===== src/rtl/inference_pkg.sv =====
// Shared constants and types for the inference pipeline and its token sampler.
package inference_pkg;

   localparam int VOCAB_SIZE     = 76;
   localparam int EMBEDDING_SIZE = 32;
   localparam int LINEAR_SIZE    = 64;

   // Most negative Q8.8 value; seeds the running best/second trackers.
   localparam logic [15:0] LOGIT_MIN = 16'h8000;

   typedef enum logic [1:0] {
      IDLE,
      COLLECT,
      DECIDE,
      OUTPUT
   } sampler_state_t;

endpackage


===== src/rtl/lfsr16.sv =====
// 16-bit Fibonacci LFSR (taps 16,14,13,11) used as the sampler's coin source.
module lfsr16 #(
   parameter logic [15:0] SEED = 16'hACE1
) (
   input  logic        clk,
   input  logic        reset,
   input  logic        enable,
   output logic [15:0] value
);

   logic feedback;

   assign feedback = value[15] ^ value[13] ^ value[12] ^ value[10];

   always_ff @(posedge clk or negedge reset) begin
      if (!reset) begin
         value <= SEED;
      end else if (enable) begin
         value <= {value[14:0], feedback};
      end
   end

endmodule


===== src/rtl/token_sampler.sv =====
// Picks the next token from a streamed logit frame: greedy argmax, or a
// margin-gated coin flip between the two best candidates.
module token_sampler #(
   parameter int          VOCAB_SIZE  = 76,
   parameter int          DATA_WIDTH  = 16,
   parameter int          TOKEN_WIDTH = 7,
   parameter logic [15:0] LFSR_SEED   = 16'hACE1
) (
   input  logic                          clk,
   input  logic                          reset,
   input  logic                          start,
   input  logic                          greedy,
   input  logic [DATA_WIDTH-1:0]         margin,
   input  logic                          logit_valid,
   output logic                          logit_ready,
   input  logic signed [DATA_WIDTH-1:0]  logit_data,
   input  logic                          logit_last,
   output logic                          token_valid,
   input  logic                          token_ready,
   output logic [TOKEN_WIDTH-1:0]        output_token,
   output logic [DATA_WIDTH-1:0]         max_logit,
   output logic                          busy,
   output logic                          error
);

   import inference_pkg::*;

   localparam logic [TOKEN_WIDTH-1:0] LAST_IDX = TOKEN_WIDTH'(VOCAB_SIZE - 1);
   localparam logic signed [DATA_WIDTH-1:0] MIN_VAL = {1'b1, {(DATA_WIDTH-1){1'b0}}};

   sampler_state_t state, next_state;

   logic [TOKEN_WIDTH-1:0]        count;
   logic [TOKEN_WIDTH-1:0]        best_idx, second_idx;
   logic signed [DATA_WIDTH-1:0]  best_val, second_val;
   logic                          second_seen;
   logic [15:0]                   lfsr_value;
   logic                          in_collect;
   logic                          handshake;
   logic                          frame_end;
   logic [DATA_WIDTH:0]           diff;
   logic                          pick_second;

   lfsr16 #(.SEED(LFSR_SEED)) u_lfsr (
      .clk    (clk),
      .reset  (reset),
      .enable (1'b1),
      .value  (lfsr_value)
   );

   assign in_collect  = (state == COLLECT);
   assign logit_ready = in_collect;
   assign handshake   = logit_valid & in_collect;
   assign frame_end   = handshake & (logit_last | (count == LAST_IDX));

   // Sign-extend before subtracting so the full Q8.8 range cannot overflow.
   assign diff        = {best_val[DATA_WIDTH-1], best_val} - {second_val[DATA_WIDTH-1], second_val};
   assign pick_second = !greedy && second_seen && (diff <= {1'b0, margin}) && lfsr_value[0];

   always_ff @(posedge clk or negedge reset) begin
      if (!reset) begin
         state <= IDLE;
      end else begin
         state <= next_state;
      end
   end

   always_comb begin
      next_state  = state;
      token_valid = 1'b0;
      busy        = (state != IDLE);
      unique case (state)
         IDLE:    if (start) next_state = COLLECT;
         COLLECT: if (frame_end) next_state = DECIDE;
         DECIDE:  next_state = OUTPUT;
         OUTPUT: begin
            token_valid = 1'b1;
            if (token_ready) next_state = IDLE;
         end
         default: next_state = IDLE;
      endcase
   end

   // Running top-2 tracker; ties keep the earlier index because only a
   // strictly greater logit displaces a held candidate.
   always_ff @(posedge clk or negedge reset) begin
      if (!reset) begin
         count        <= '0;
         best_val     <= MIN_VAL;
         second_val   <= MIN_VAL;
         best_idx     <= '0;
         second_idx   <= '0;
         second_seen  <= 1'b0;
         error        <= 1'b0;
         output_token <= '0;
         max_logit    <= '0;
      end else begin
         unique case (state)
            IDLE: begin
               if (start) begin
                  count       <= '0;
                  best_val    <= MIN_VAL;
                  second_val  <= MIN_VAL;
                  best_idx    <= '0;
                  second_idx  <= '0;
                  second_seen <= 1'b0;
                  error       <= 1'b0;
               end
            end
            COLLECT: begin
               if (handshake) begin
                  count <= count + 1'b1;
                  if (logit_data > best_val) begin
                     second_val  <= best_val;
                     second_idx  <= best_idx;
                     second_seen <= (count != '0);
                     best_val    <= logit_data;
                     best_idx    <= count;
                  end else if ((logit_data > second_val) || !second_seen) begin
                     second_val  <= logit_data;
                     second_idx  <= count;
                     second_seen <= 1'b1;
                  end
                  if (logit_last != (count == LAST_IDX)) error <= 1'b1;
               end
            end
            DECIDE: begin
               output_token <= pick_second ? second_idx : best_idx;
               max_logit    <= best_val;
            end
            default: ;
         endcase
      end
   end

endmodule


===== config.mk =====
export PLATFORM = sky130hd
export DESIGN_NAME = token_sampler
export DESIGN_NICKNAME = d
export VERILOG_FILES = /design/src/rtl/inference_pkg.sv /design/src/rtl/lfsr16.sv /design/src/rtl/token_sampler.sv
export SDC_FILE = /design/constraint.sdc
export NUM_CORES = 1
export LEC_CHECK = 0
export ABC_AREA = 0
export BUFFER_PORTS_ARGS = -buffer_cell sky130_fd_sc_hd__buf_2
export CORE_MARGIN = 5
export CORE_UTILIZATION = 50
export DETAILED_ROUTE_END_ITERATION = 10
export PLACE_DENSITY_LB_ADDON = 0.08
export SLEW_MARGIN = 20
export SYNTH_ARGS = -nofsm -noshare
export SYNTH_HDL_FRONTEND = slang
export SYNTH_SLANG_ARGS = --single-unit
export TNS_END_PERCENT = 20

===== constraint.sdc =====
create_clock -name clk -period 10.7 [get_ports clk]
set_input_delay 0.535 -clock clk [delete_from_list [all_inputs] [get_ports clk]]
set_output_delay 0.535 -clock clk [all_outputs]
set_load 0.02 [all_outputs]

==> parameters.txt, run 1 <==
Parameter                              Value

Synthesis
  Adder and majority cell fraction of the synthesized area ... 15.1%
  Number of flops mapped to enable cells by yosys ... 0
  Most used standard cell by instance count after synthesis ... sky130_fd_sc_hd__dfrtp_1
  Simple logic cell fraction of the synthesized area ... 9.48%
  Sequential area share after synthesis ... 39.6%
  Cell type with the highest aggregate area in the netlist ... sky130_fd_sc_hd__dfrtp_1
  Mapped Avg Cell Area ... 9.97 um^2
  Ys flop type ... sky130_fd_sc_hd__dfrtp_1
  Cell types with the largest area share after synthesis ... sky130_fd_sc_hd__dfrtp_1 (35%), sky130_fd_sc_hd__ha_1 (15%), sky130_fd_sc_hd__a22o_1 (6.7%)
  Synthesized area ... about 6100 um^2
  Yosys synthesis warning count ... 0
  Area share of the leading cell type in the synthesized netlist ... 35.3%
  Flop and latch count out of synthesis ... 96
  Post-synthesis compound-gate area fraction ... 23.5%
  Fraction of synthesis flops using an asynchronous set or reset pin ... 100%
  Share of the synthesized netlist area taken by xor and xnor gates ... 2.01%
  Post-Syn Nets ... 724
  Fraction of synthesized area in multiplexers ... 3.30%
  Number of distinct standard cells referenced by the synthesized netlist ... a little under 70
  Largest family of logic cells by synthesized area ... compound AO/OA/AOI/OAI gates
  Synthesized instance count ... 612
  Most used standard cells in the synthesized netlist ... sky130_fd_sc_hd__dfrtp_1 (86), sky130_fd_sc_hd__inv_1 (85), sky130_fd_sc_hd__ha_1 (72)

STA
  Final setup TNS ... 0 ns
  Max Clk Rate ... around 250 MHz
  Minimum clock period after layout ... 3.98 ns
  RSZ-0062 raised after global routing ... false
  Post-Route Skew ... ~0.0075 ns
  Fraction of the cycle the final worst path needs ... 37.2%
  Final setup fails ... 0
  Max-slew violation count ... 0
  Final WS setup ... 6.72 ns
  Worst slew margin ... between 20% and 30%
  Measured slew at the worst slew-check pin ... 1.11 ns
  Final Hold Fails ... 0

Floorplan
  Initial Util ... 51.0%
  Row cnt ... 40
  Die Width ... 120 um
  Y dimension of the die ... approximately 120 um
  Core footprint ... 12,000 um^2
  Count of pins on the block boundary ... 66
  Die area ... 14,500 um^2

Pwr
  Fraction of power consumed by the clock network ... between 15 and 20%
  Switching power total ... 0.954 mW
  Gate power share ... 58.4%
  Largest voltage drop on the vdd net ... 0.194 mV
  Switching power as a share of total power ... 46.2%
  Part of the total power dissipated in sequential elements ... 26.4%
  PwrDens ... 304 nW/um^2
  Lkg Pwr ... 3.32 nW
  Internal power consumption ... 1.11 mW

Clock network
  Setup bufs post-CTS ... 0
  Cell at the root of the clock tree ... sky130_fd_sc_hd__clkbuf_16
  Clock-pin slew reported for the worst setup and hold paths after clock tree synthesis ... ~0.070 ns
  H-tree Lvls ... 3
  Maximum clock insertion buffer count ... 2
  Clock tree from TritonCTS ... done
  Total number of clock tree sinks ... 96
  Source-to-sink clock delay at the later pin of the worst-skew pair ... 0.36 ns
  Gates resized, CTS repair ... 0
  Total clock buffers created by CTS ... 9
  Hold bufs inserted after CTS ... 0

Setup path
  Critical path arrival ... around 4.3 ns
  Critical path startpoint category ... register
  Element type at the critical path end ... register
  Data required time of the worst path ... 10.98 ns
  Worst-path maximum fanout ... 7
  Kind of critical path ... reg -> reg

Worst hold path
  Type of the worst min-delay path ... in -> async

Routing
  Initial DRC Count ... 284
  DRC viols ... 0
  Count of vias placed by the detailed router ... between 4,000 and 5,000
  Vias per Instance ... 5.85
  Routed WL ... ~15 mm
  Detailed-routing iteration count for the pre-antenna-repair pass ... 4
  WL per Instance ... 18.3 um
  Antenna Nets Post-Route ... 0

Global route
  Vias in the first global route ... 4,876
  Maximum number of pins on one net before global-route repair ... 67
  Antenna violations before repair ... 0
  Overflow left after global routing ... 0
  Global-route wire length before repair ... 25.3 mm
  Overall track demand over capacity in global routing ... 22.0%

Run
  Max-capacitance violation count ... 0

Placed design
  Port bufs ... 65
  Placed Cells incl. Taps ... roughly 800
  Setup Slack @ Placement ... just under 7 ns
  Placed wire-length estimate after detailed placement ... 11.4 mm
  Last weighted congestion value of the routability-driven placer ... 0.946
  Instance area after placement ... 6520 um^2

Finish
  Final-layout fill cell count ... 1,043
  Non-Filler Cell Area, Final ... 6810 um^2
  Number of nets in the final layout ... between 700 and 800
  Antenna cell count ... 0
  Post-route insts no fill ... between 800 and 900
  Layout Area Growth over Synthesis ... 11.6%
  Proportion of layout cells with a drive suffix above 1 ... 19.2%

Status
  Outcome ... finished clean
stage by stage:
stage | hold slack, ns | total power [mW] | util (%)
floorplan | 0.239 | 1.46 | -
global placement | 0.339 | 1.73 | 54.5
detailed placement | 0.335 | 1.76 | 54.5
CTS | 0.110 | 2.08 | 56.9
global route | 0.136 | 2.25 | 56.9
finish | 0.100 | 2.07 | 56.9
power by group through the flow:
stage          clock, mW  sequential, mW  combinational [mW]
2_1_floorplan          0           0.583               0.877
3_3_place_gp           0           0.548                1.18
3_5_place_dp           0           0.550                1.21
4_1_cts            0.322           0.545                1.21
5_1_grt            0.337           0.560                1.35
6_report           0.315           0.545                1.21
worst paths after layout:
kind	start	to	slack, ns	cells past startpoint
min in group clk	u_lfsr.value[8]	u_lfsr.value[9]	0.35	0
min	reset	max_logit[4]	0.10	1
max reg2reg	best_val[0]	output_token[4]	6.72	17
max in group asynchronous	reset	u_lfsr.value[9]	9.43	2
max	best_val[0]	output_token[4]	6.72	17
min reg2reg	u_lfsr.value[8]	u_lfsr.value[9]	0.35	0
sequential cells by signal, summed over array words and instances (netlist names):
name          flops
u_lfsr.value     16
output_token      7
second_val       16
error             1
state             2
max_logit        16
best_val         16
second_seen       1
second_idx        7
best_idx          7
count             7
per-layer routing:
metal	up-vias	global-route usage (%)	share of wire (%)
met3	17	3.41	5.2
met5	-	0	0
li1	2346	-	-
met1	2353	30.9	47
met4	0	8.71	1.7
met2	103	34.3	46
placed cells by master, fill, tap and decap left out, drive strengths merged, types with 13 or more instances in the layout:
cell type	count
inv	88
dfrtp	86
ha	72
buf	68
a22o	47
o21ai	33
a21oi	32
nor2	31
o22ai	25
nand2	20
mux2	17
xnor2	13
final cells by class:
| type | instances | area, um^2 | area share, % |
|---|---|---|---|
| Timing Repair Buffer | 68 | 350 | 5.15 |
| Inverter | 85 | 319 | 4.69 |
| Clock inverter | 6 | 52.6 | 0.772 |
| Multi-Input combinational cell | 412 | 3260 | 47.8 |
| Sequential cell | 96 | 2410 | 35.5 |
| Clock buffer | 10 | 229 | 3.36 |
| Tap cell | 147 | 184 | 2.70 |
kinds of logic after synthesis:
logic type,Yosys count
compound gates,194
xor+xnor,14
fa+ha+maj,73
buf+inv,104
flops,96
mux,18
simple gates,113
critical path, cell delays in order (launching register included):
cell and delay [ns]:
sky130_fd_sc_hd__dfrtp_1 0.39, sky130_fd_sc_hd__inv_1 0.07, sky130_fd_sc_hd__ha_1 0.22, sky130_fd_sc_hd__fa_1 0.42
sky130_fd_sc_hd__nor2b_1 0.18, sky130_fd_sc_hd__o2111ai_1 0.18, sky130_fd_sc_hd__a31o_2 0.29, sky130_fd_sc_hd__o211ai_1 0.23
sky130_fd_sc_hd__nand2_1 0.10, sky130_fd_sc_hd__xnor2_1 0.14, sky130_fd_sc_hd__ha_1 0.29, sky130_fd_sc_hd__a2111oi_0 0.32
sky130_fd_sc_hd__o21ai_0 0.13, sky130_fd_sc_hd__o21ai_0 0.10, sky130_fd_sc_hd__nand2_1 0.10, sky130_fd_sc_hd__o21ai_1 0.40
sky130_fd_sc_hd__nand3_1 0.14, sky130_fd_sc_hd__a31oi_1 0.19
No activity file was read; power rests on OpenSTA's default activity.
==> inputs of run 2 (changes only) <==
clock period = 3.7 ns   (was 10.7 ns; I/O delays follow)
==> run 2 against run 1 <==
Worst hold slack worse by 0.029 ns. Critical path depth decreased by 1. Cell area grew 2.7%. Clock skew is 0.0022 ns higher. Sequential power increased to 2.9 times the previous value. Sequential share of layout area is 0.92 points lower. Sequential cell count is the same. Worst setup slack lost 6.7 ns. Non-clock buffer count increased by 13. Power grew to 3.0 times the previous value. Wire length rose by 2.2%. Largest cell class unchanged.
==> parameters.txt, run 2 (synthesis results as in run 1) <==
Parameter                              Value

Setup path
  Critical register-to-register path endpoint ... output_token[5]
  Critical path arrival ... 3.96 ns (-0.30 ns)
  Worst reg2reg path depth ... 16 (-1)
  Kind of critical path ... reg -> reg
  Startpoint of the lowest-slack register-to-register path ... best_val[2]
  Critical path startpoint category ... register
  Worst-path maximum fanout ... 7 (unchanged)
  Setup slack on the worst flop-to-flop path ... 0.03 ns (-6.69 ns)
  Data required time of the worst path ... 3.99 ns (-6.99 ns)
  Element type at the critical path end ... register

Finish
  Most frequent standard cell in the layout excluding fill and tap cells ... sky130_fd_sc_hd__dfrtp_1
  Area used by multi-input combinational logic ... 3330 um^2 (+2.2%)
  Final-layout fill cell count ... 1,106 (+6.0%)
  Post-route insts no fill ... 837 (+1.6%)
  Most frequent cells in the layout ... sky130_fd_sc_hd__dfrtp_1 (86), sky130_fd_sc_hd__inv_1 (84), sky130_fd_sc_hd__ha_1 (70)
  Antenna cell count ... 0 (unchanged)
  Layout Area Growth over Synthesis ... 14.5%
  Proportion of layout cells with a drive suffix above 1 ... 22.8% (+3.6 points)
  Sequential standard cell area ... 2410 um^2 (unchanged)
  Number of nets in the final layout ... 797 (+1.7%)

Worst hold path
  Capture endpoint of the worst hold path ... best_val[0]
  Hold_sp ... logit_data[0]
  Hold depth ... 2
  Type of the worst min-delay path ... in -> reg

Floorplan
  Count of pins on the block boundary ... 66 (unchanged)
  Die area ... 14,500 um^2 (unchanged)
  Row cnt ... 40 (unchanged)
  Core footprint ... 12,000 um^2 (unchanged)
  Die Width ... 120 um (unchanged)
  Y dimension of the die ... 120 um (unchanged)
  Initial Util ... 51.0% (unchanged)

Placed design
  Placed wire-length estimate after detailed placement ... 11.5 mm (+0.93%)
  Port bufs ... 65 (unchanged)
  Last weighted congestion value of the routability-driven placer ... 0.868 (-8.2%)
  Placed Cells incl. Taps ... 818 (+1.2%)
  Setup Slack @ Placement ... -0.137 ns (-6.93 ns)

Clock network
  Clock tree from TritonCTS ... done
  Maximum clock insertion buffer count ... 2 (unchanged)
  Cell at the root of the clock tree ... sky130_fd_sc_hd__clkbuf_16
  Total number of clock tree sinks ... 96 (unchanged)
  Total clock buffers created by CTS ... 9 (unchanged)
  H-tree Lvls ... 3 (unchanged)
  Clock-pin slew reported for the worst setup and hold paths after clock tree synthesis ... 0.07 ns (about the same)
  Source-to-sink clock delay at the later pin of the worst-skew pair ... 0.36 ns (about the same)

Routing
  DRC viols ... 0 (unchanged)
  Routed WL ... 15.4 mm (+2.2%)
  Count of vias placed by the detailed router ... 4,899 (+1.7%)
  Antenna Nets Post-Route ... 0 (unchanged)
  Initial DRC Count ... 227 (-20%)
  Detailed-routing iteration count for the pre-antenna-repair pass ... 4 (unchanged)
  WL per Instance ... 18.4 um (+0.62%)
  Vias per Instance ... 5.85 (about the same)

Global route
  Maximum number of pins on one net before global-route repair ... 73 (+9.0%)
  Vias in the first global route ... 4,953 (+1.6%)
  Antenna violations before repair ... 0 (unchanged)
  Overflow left after global routing ... 0 (unchanged)
  Overall track demand over capacity in global routing ... 22.3% (+0.24 points)
  Global-route wire length before repair ... 25.5 mm (+0.85%)

STA
  Final Hold Fails ... 0 (unchanged)
  Max-slew violation count ... 0 (unchanged)
  Fraction of the cycle the final worst path needs ... 99.2% (+62 points)
  Worst slew margin ... 38.0% (+12 points)
  Final setup fails ... 0 (unchanged)
  Final setup TNS ... 0 ns (unchanged)
  Post-Route Skew ... 0.00971 ns (+0.00220 ns)
  Worst-case hold slack ... 0.0711 ns (-0.0289 ns)
  Max Clk Rate ... 272 MHz (+8.4%)
  Minimum clock period after layout ... 3.67 ns (-0.309 ns)
  RSZ-0062 raised after global routing ... true
  Final WS setup ... 0.0290 ns (-6.69 ns)
  Measured slew at the worst slew-check pin ... 0.930 ns (-0.179 ns)

Status
  Outcome ... finished clean

Run
  Max-capacitance violation count ... 0 (unchanged)

Pwr
  PwrDens ... 888 nW/um^2 (+190%)
  Lkg Pwr ... 3.40 nW (+2.5%)
  Largest voltage drop on the vdd net ... 0.578 mV (+200%)
## run 2: power by group
part           switching, mW  internal (mW)
sequential             0.222           1.35
combinational           2.17           1.53
clock                  0.447          0.485
## run 2: final cells by class
cell class / count / area share [%]
clock buffer: 10 / 3.42
inverter: 85 / 4.57
clock inverter: 6 / 0.734
tap: 147 / 2.63
timing repair buffer: 81 / 6.45
multi-input combinational: 412 / 47.6
sequential: 96 / 34.6
## run 2: worst max-delay path by stage
| stage | slack [ns] | startpoint | depth (start not counted) | end |
|---|---|---|---|---|
| finish | 0.03 | best_val[2] | 16 | output_token[5] |
| global route | -0.17 | best_val[0] | 17 | output_token[3] |
| CTS | -0.0003 | second_val[0] | 16 | output_token[4] |
| detailed placement | -0.14 | second_val[0] | 16 | output_token[4] |
| global placement | -0.03 | best_val[0] | 17 | output_token[4] |
| floorplan | 0.23 | best_val[0] | 17 | output_token[0] |
## run 2: metal layers
layer / part of all wire, % / vias to the layer above / track usage [%]
li1: - / 2371 / -
met1: 49 / 2420 / 31.9
met5: 0 / - / 0
met2: 45 / 90 / 34.8
met4: 1.8 / 0 / 7.37
met3: 3.6 / 18 / 3.27
## run 2: repair_timing
item / in CTS / in global routing
resized for setup: 3 / 18
endpoints found under the setup margin: 7 / 7
hold buffers: 1 / 0
endpoints found under the hold margin: 10 / 0
pin swaps: 3 / 17
buffers inserted: 1 / 1
## run 2: per-stage QoR
| stage | power [mW] | area (um^2) | util, % |
|---|---|---|---|
| floorplan | 4.22 | 6100 | - |
| global placement | 5.10 | 6600 | 55.2 |
| detailed placement | 5.16 | 6600 | 55.2 |
| CTS | 6.13 | 6920 | 57.8 |
| global route | 6.72 | 6990 | 58.4 |
| finish | 6.20 | 6990 | 58.4 |
## run 2: critical path: stages, from the launching register on
cell and delay, ns:
sky130_fd_sc_hd__dfrtp_1 0.44, sky130_fd_sc_hd__ha_1 0.37, sky130_fd_sc_hd__o21a_1 0.19, sky130_fd_sc_hd__o31a_1 0.13, sky130_fd_sc_hd__o211ai_2 0.27, sky130_fd_sc_hd__a311oi_2 0.17
sky130_fd_sc_hd__a311o_1 0.38, sky130_fd_sc_hd__a21oi_1 0.17, sky130_fd_sc_hd__xnor2_1 0.17, sky130_fd_sc_hd__ha_1 0.30, sky130_fd_sc_hd__nand4_1 0.10, sky130_fd_sc_hd__nor2_1 0.05
sky130_fd_sc_hd__and3_1 0.19, sky130_fd_sc_hd__o21bai_2 0.20, sky130_fd_sc_hd__o21a_4 0.20, sky130_fd_sc_hd__o21ai_0 0.08, sky130_fd_sc_hd__a31oi_1 0.19
